--- config.mk ---
export PLATFORM = sky130hd
export DESIGN_NAME = uart_tx_queue
export DESIGN_NICKNAME = d
export VERILOG_FILES = /design/src/rtl/uart_tx_queue.sv
export SDC_FILE = /design/constraint.sdc
export NUM_CORES = 1
export LEC_CHECK = 0
export CAP_MARGIN = 20
export CORE_MARGIN = 8
export CORE_UTILIZATION = 40
export DETAILED_ROUTE_END_ITERATION = 10
export DONT_BUFFER_PORTS = 1
export GPL_ROUTABILITY_DRIVEN = 0
export PLACE_DENSITY_LB_ADDON = 0.3
export SLEW_MARGIN = 20
export SYNTH_ARGS = -nofsm -noshare
export SYNTH_HDL_FRONTEND = slang
export SYNTH_SLANG_ARGS = --single-unit
--- constraint.sdc ---
create_clock -name clk -period 2.5 [get_ports clk]
set_input_delay 0.25 -clock clk [delete_from_list [all_inputs] [get_ports clk]]
set_output_delay 0.25 -clock clk [all_outputs]
set_load 0.03 [all_outputs]
--- src/rtl/uart_tx_queue.sv ---
// uart_tx_queue: circular byte FIFO feeding one UART transmitter over a held tx_start / tx_busy handshake.
// Define UART_TXQ_STATS_EN to add the sent_cnt frame counter port.
module uart_tx_queue #(
  parameter int DEPTH = 16
) (
  input  logic                     clk,
  input  logic                     rst,
  input  logic                     wr_valid,
  input  logic [7:0]               wr_data,
  output logic                     wr_ready,
  input  logic                     tx_busy,
  output logic                     tx_start,
  output logic [7:0]               tx_data,
  output logic [$clog2(DEPTH):0]   count,
  output logic                     empty,
  output logic                     full
`ifdef UART_TXQ_STATS_EN
  ,
  output logic [15:0]              sent_cnt
`endif
);

  localparam int AW = $clog2(DEPTH);
  localparam int CW = AW + 1;

  typedef enum logic [1:0] {
    ST_IDLE   = 2'd0,
    ST_LAUNCH = 2'd1,
    ST_DRAIN  = 2'd2
  } state_t;

  state_t        state_r;
  state_t        state_nx_s;
  logic [7:0]    mem_r [DEPTH];
  logic [AW-1:0] wr_ptr_r;
  logic [AW-1:0] rd_ptr_r;
  logic [CW-1:0] count_r;
  logic [7:0]    tx_data_r;
  logic          tx_start_r;
  logic          push_s;
  logic          pop_s;
  logic          load_s;
  logic          empty_s;
  logic          full_s;

  // Flags decode registered count only, so wr_ready never depends on wr_valid.
  assign empty_s  = (count_r == {CW{1'b0}});
  assign full_s   = (count_r == CW'(DEPTH));
  assign push_s   = wr_valid & ~full_s;

  assign empty    = empty_s;
  assign full     = full_s;
  assign wr_ready = ~full_s;
  assign count    = count_r;
  assign tx_start = tx_start_r;
  assign tx_data  = tx_data_r;

  // Next-state logic: launch only onto an idle line, hold the request until acknowledged.
  always_comb begin
    state_nx_s = state_r;
    pop_s      = 1'b0;
    load_s     = 1'b0;
    case (state_r)
      ST_IDLE: begin
        if (!empty_s && !tx_busy) begin
          state_nx_s = ST_LAUNCH;
          load_s     = 1'b1;
        end else begin
          state_nx_s = ST_IDLE;
        end
      end
      ST_LAUNCH: begin
        if (tx_busy) begin
          state_nx_s = ST_DRAIN;
          pop_s      = 1'b1;
        end else begin
          state_nx_s = ST_LAUNCH;
        end
      end
      ST_DRAIN: begin
        if (!tx_busy) begin
          state_nx_s = ST_IDLE;
        end else begin
          state_nx_s = ST_DRAIN;
        end
      end
      default: begin
        state_nx_s = ST_IDLE;
      end
    endcase
  end

  // FSM state plus the registered launch request and launch byte.
  always_ff @(posedge clk or negedge rst) begin
    if (!rst) begin
      state_r    <= ST_IDLE;
      tx_start_r <= 1'b0;
      tx_data_r  <= 8'h00;
    end else begin
      state_r    <= state_nx_s;
      tx_start_r <= (state_nx_s == ST_LAUNCH);
      if (load_s) begin
        tx_data_r <= mem_r[rd_ptr_r];
      end else begin
        tx_data_r <= tx_data_r;
      end
    end
  end

  // Pointers wrap naturally because DEPTH is a power of two.
  always_ff @(posedge clk or negedge rst) begin
    if (!rst) begin
      wr_ptr_r <= {AW{1'b0}};
      rd_ptr_r <= {AW{1'b0}};
      count_r  <= {CW{1'b0}};
    end else begin
      if (push_s) begin
        wr_ptr_r <= wr_ptr_r + AW'(1);
      end else begin
        wr_ptr_r <= wr_ptr_r;
      end
      if (pop_s) begin
        rd_ptr_r <= rd_ptr_r + AW'(1);
      end else begin
        rd_ptr_r <= rd_ptr_r;
      end
      case ({push_s, pop_s})
        2'b10:   count_r <= count_r + CW'(1);
        2'b01:   count_r <= count_r - CW'(1);
        default: count_r <= count_r;
      endcase
    end
  end

  // Storage array carries no reset; count alone defines which entries are valid.
  always_ff @(posedge clk) begin
    if (push_s) begin
      mem_r[wr_ptr_r] <= wr_data;
    end
  end

`ifdef UART_TXQ_STATS_EN
  logic [15:0] sent_cnt_r;

  // Frames handed to the transmitter; wraps at 16 bits.
  always_ff @(posedge clk or negedge rst) begin
    if (!rst) begin
      sent_cnt_r <= 16'h0000;
    end else if (pop_s) begin
      sent_cnt_r <= sent_cnt_r + 16'h0001;
    end else begin
      sent_cnt_r <= sent_cnt_r;
    end
  end

  assign sent_cnt = sent_cnt_r;
`endif

endmodule

==> summary.txt, run 1 <==
Layout
  – Final instance area: 7070 µm²
  – Area Overhead vs Synth: 15.4%
  – Reg area: 4450 µm²
  – Multi-input logic area: 1570 µm²
  – Share of cells above drive strength 1: 0.231
  – Nets: 367
  – Filler cell count: 1247
  – Post-Layout Cell Count: 549

Critical path
  – Crit-path max cell delay: 580 ps
  – Crit path DAT: 2060 ps
  – Kind of critical path: reg2out
  – CP Launch Type: flip-flop
  – Crit path required time: 2250 ps
  – Crit Path Max Fanout: 6
  – Kind of end point of the critical path: output port
  – Critical path, cell by cell: buf_4, or4_4, nor2_1
  – Slowest cell on the critical path: or4_4

Drt
  – Initial DRC Count: 262
  – Via density: 5.37
  – Final ANT Viol Nets: 0
  – Post-route DRC: 0
  – Routed WL per cell: 21.7 µm
  – M1 WL: 5110 µm
  – Total Wirelength: 11900 µm
  – Via count: 2946
  – Top sig layer: met4
  – DRT Pass-1 Iters: 4
  – Met3 routed WL: 850 µm
  – Met2 WL: 5830 µm

Global route
  – Initial antenna violation count: 1
  – Largest net degree at the start of global routing: 35
  – Vias in the first global route: 3147
  – Global-route wire length before repair: 18600 µm
  – GRT Residual Overflow: 0
  – Global Route Usage Sum: 0.129

Yosys
  – Mapped Nets: 340
  – Count leader, synth: edfxtp_1
  – Ys Warns: 0
  – Ys async rst share: 0.158
  – Top post-synthesis cells by area: edfxtp_1 63%, dfrtp_1 9.8%, mux4_2 7.7%
  – Synth top area share: 0.627
  – Sequential share of the synthesized area: 0.725
  – Ys flop type: edfxtp_1
  – Synth Cell Area: 6130 µm²
  – Avg Cell Area, Syn: 19.1 µm²
  – Synth Instances: 320
  – Synth Register Bits: 152
  – Leading area contributor after synthesis: edfxtp_1
  – EDFF count, synth: 128
  – Yosys cell types: 33
  – Most frequent cells after synthesis: 128 x edfxtp_1, 24 x dfrtp_1, 21 x mux4_2, 16 x o22ai_1, 15 x nor2_1

STA
  – Post-route clock period utilization: 0.925
  – Worst slew pin tran: 919 ps
  – Post-route setup slack: 187 ps
  – Worst rel slew slack: 0.385
  – Min Tclk post-route: 2310 ps
  – Worst Clk Skew: 8.04 ps
  – Slew Limit Fails: 0
  – FMAX: 432 MHz
  – Final Hold Viols: 0
  – RSZ-0062 raised after global routing: false
  – Final setup TNS: 0 ps
  – Final setup viols: 0

Pwr
  – Power Dens Cells: 1140 nW/µm²
  – Worst vdd ir: 0.618 mV
  – P_leak: 2.38 nW

Place
  – Worst slack, placed: 156 ps
  – Placed Area: 6390 µm²
  – Placed insts: 505
  – HPWL after DPL: 7410 µm
  – IO buf count: 0

CTS
  – Clock-pin transition on the worst setup and hold timing paths: 60 ps
  – CTS tree: built
  – Num CTS Buffers: 17
  – Worst skew pair latency: 420 ps
  – Root buf cell: clkbuf_16
  – Bufs on Longest Clock Path: 2
  – CTS Sinks: 152
  – CTS HTree Levels: 4

Die
  – Std cell rows: 45
  – Die area: 19500 µm²
  – Initial Util: 0.406
  – Die Ht: 140 µm
  – Ports: 29
  – Die W: 140 µm
  – Core Area: 15100 µm²

Run status
  – Status: completed

Hold path
  – Hold crit path type: in2reg

Flow run
  – Max-Cap Viols: 0
-- power by group --
group          total, mW  internal [mW]  switching (mW)
Clock               2.39           1.40           0.987
Combinational       2.13          0.986            1.14
Sequential          3.57           3.14           0.423
-- path summary, 6_finish.rpt --
path	slack [ps]	cells after the start	to	start
min reg2reg	540	1	state_r[0]	state_r[1]
max	190	3	empty	count[0]
min in group asynchronous	320	2	tx_data[5]	rst
min	260	5	rd_ptr_r[2]	tx_busy
max reg2reg	210	10	count[4]	count[0]
max in group asynchronous	2020	2	count[1]	rst
-- cells by family after synthesis --
| kind of cell | count (synthesis) | share of synthesized area |
|---|---|---|
| buffers and inverters | 23 | 0.0196 |
| XOR/XNOR | 14 | 0.0200 |
| multiplexers | 42 | 0.143 |
| flip-flops | 152 | 0.725 |
| adder cells (fa/ha/maj) | 8 | 0.0163 |
| AO/OA/AOI/OAI | 36 | 0.0384 |
| AND/OR/NAND/NOR | 45 | 0.0376 |
-- what timing repair did --
action                     in CTS  in global routing
buffers inserted                0                  0
hold buffers                   11                  0
setup endpoints to repair       0                  1
resized for setup               0                  1
hold endpoints to repair      155                  0
-- area by class of cell --
cell class                      count  area share
Multi-Input combinational cell    145       0.223
Clock buffer                       22      0.0643
Timing Repair Buffer               25      0.0336
Clock inverter                     10      0.0135
Tap cell                          188      0.0333
Inverter                            6     0.00319
Antenna cell                        1    0.000354
Sequential cell                   152       0.629
-- worst max-delay path, delay by kind of cell, from the launching register on --
kind	cells	cell delay [ps]
simple gates	2	1040
flops	1	400
buf+inv	1	200
-- sequential cells by signal (all words and copies together) (netlist names) --
register / cells
mem_r: 128
count: 5
state_r: 2
tx_start: 1
wr_ptr_r: 4
rd_ptr_r: 4
tx_data: 8
-- metrics by stage --
step / utilization / hold WS [ps] / power [mW]
3_5_place_dp: 0.424 / -44.7 / 5.73
4_1_cts: 0.468 / 243 / 8.16
6_report: 0.468 / 260 / 8.08
5_1_grt: 0.468 / 276 / 8.46
2_1_floorplan: - / -45.6 / 5.17
3_3_place_gp: 0.424 / -44.8 / 5.67
-- metal layers --
layer / global-route usage / up-vias
met5: 0 / -
met4: 0.0514 / 0
met3: 0.0489 / 15
met2: 0.206 / 74
met1: 0.156 / 1508
li1: - / 1349
-- layout by cell type (no fill, tap or decap), drive strengths merged --
| cell | n |
|---|---|
| clkinvlp | 2 |
| o21ai | 3 |
| nor4b | 1 |
| a32oi | 1 |
| mux4 | 32 |
| nor2 | 15 |
| nor3 | 8 |
| nand2 | 9 |
| dlygate4sd3 | 10 |
| ha | 8 |
| bufinv | 1 |
| xnor2 | 7 |
| xor2 | 7 |
| clkinv | 4 |
| or4 | 1 |
| nor2b | 1 |
| o22ai | 16 |
| and2 | 1 |
| nor4 | 1 |
| or2 | 1 |
| o211ai | 1 |
| clkbuf | 22 |
| edfxtp | 128 |
| a21oi | 12 |
| diode | 1 |
| buf | 15 |
| o31ai | 1 |
| mux2 | 10 |
| and3b | 2 |
| a21boi | 2 |
| inv | 9 |
| nand4 | 2 |
| nand2b | 3 |
| dfrtp | 24 |
Power figures use the tool's default switching activity.
==> run 2, diff against run 1 <==
--- a/config.mk
+++ b/config.mk
@@ -12,7 +12,6 @@
 export DONT_BUFFER_PORTS = 1
 export GPL_ROUTABILITY_DRIVEN = 0
 export PLACE_DENSITY_LB_ADDON = 0.3
-export SLEW_MARGIN = 20
 export SYNTH_ARGS = -nofsm -noshare
 export SYNTH_HDL_FRONTEND = slang
 export SYNTH_SLANG_ARGS = --single-unit
==> results of run 2 <==
Final layout, timing and power as in run 1 (identical DEF).
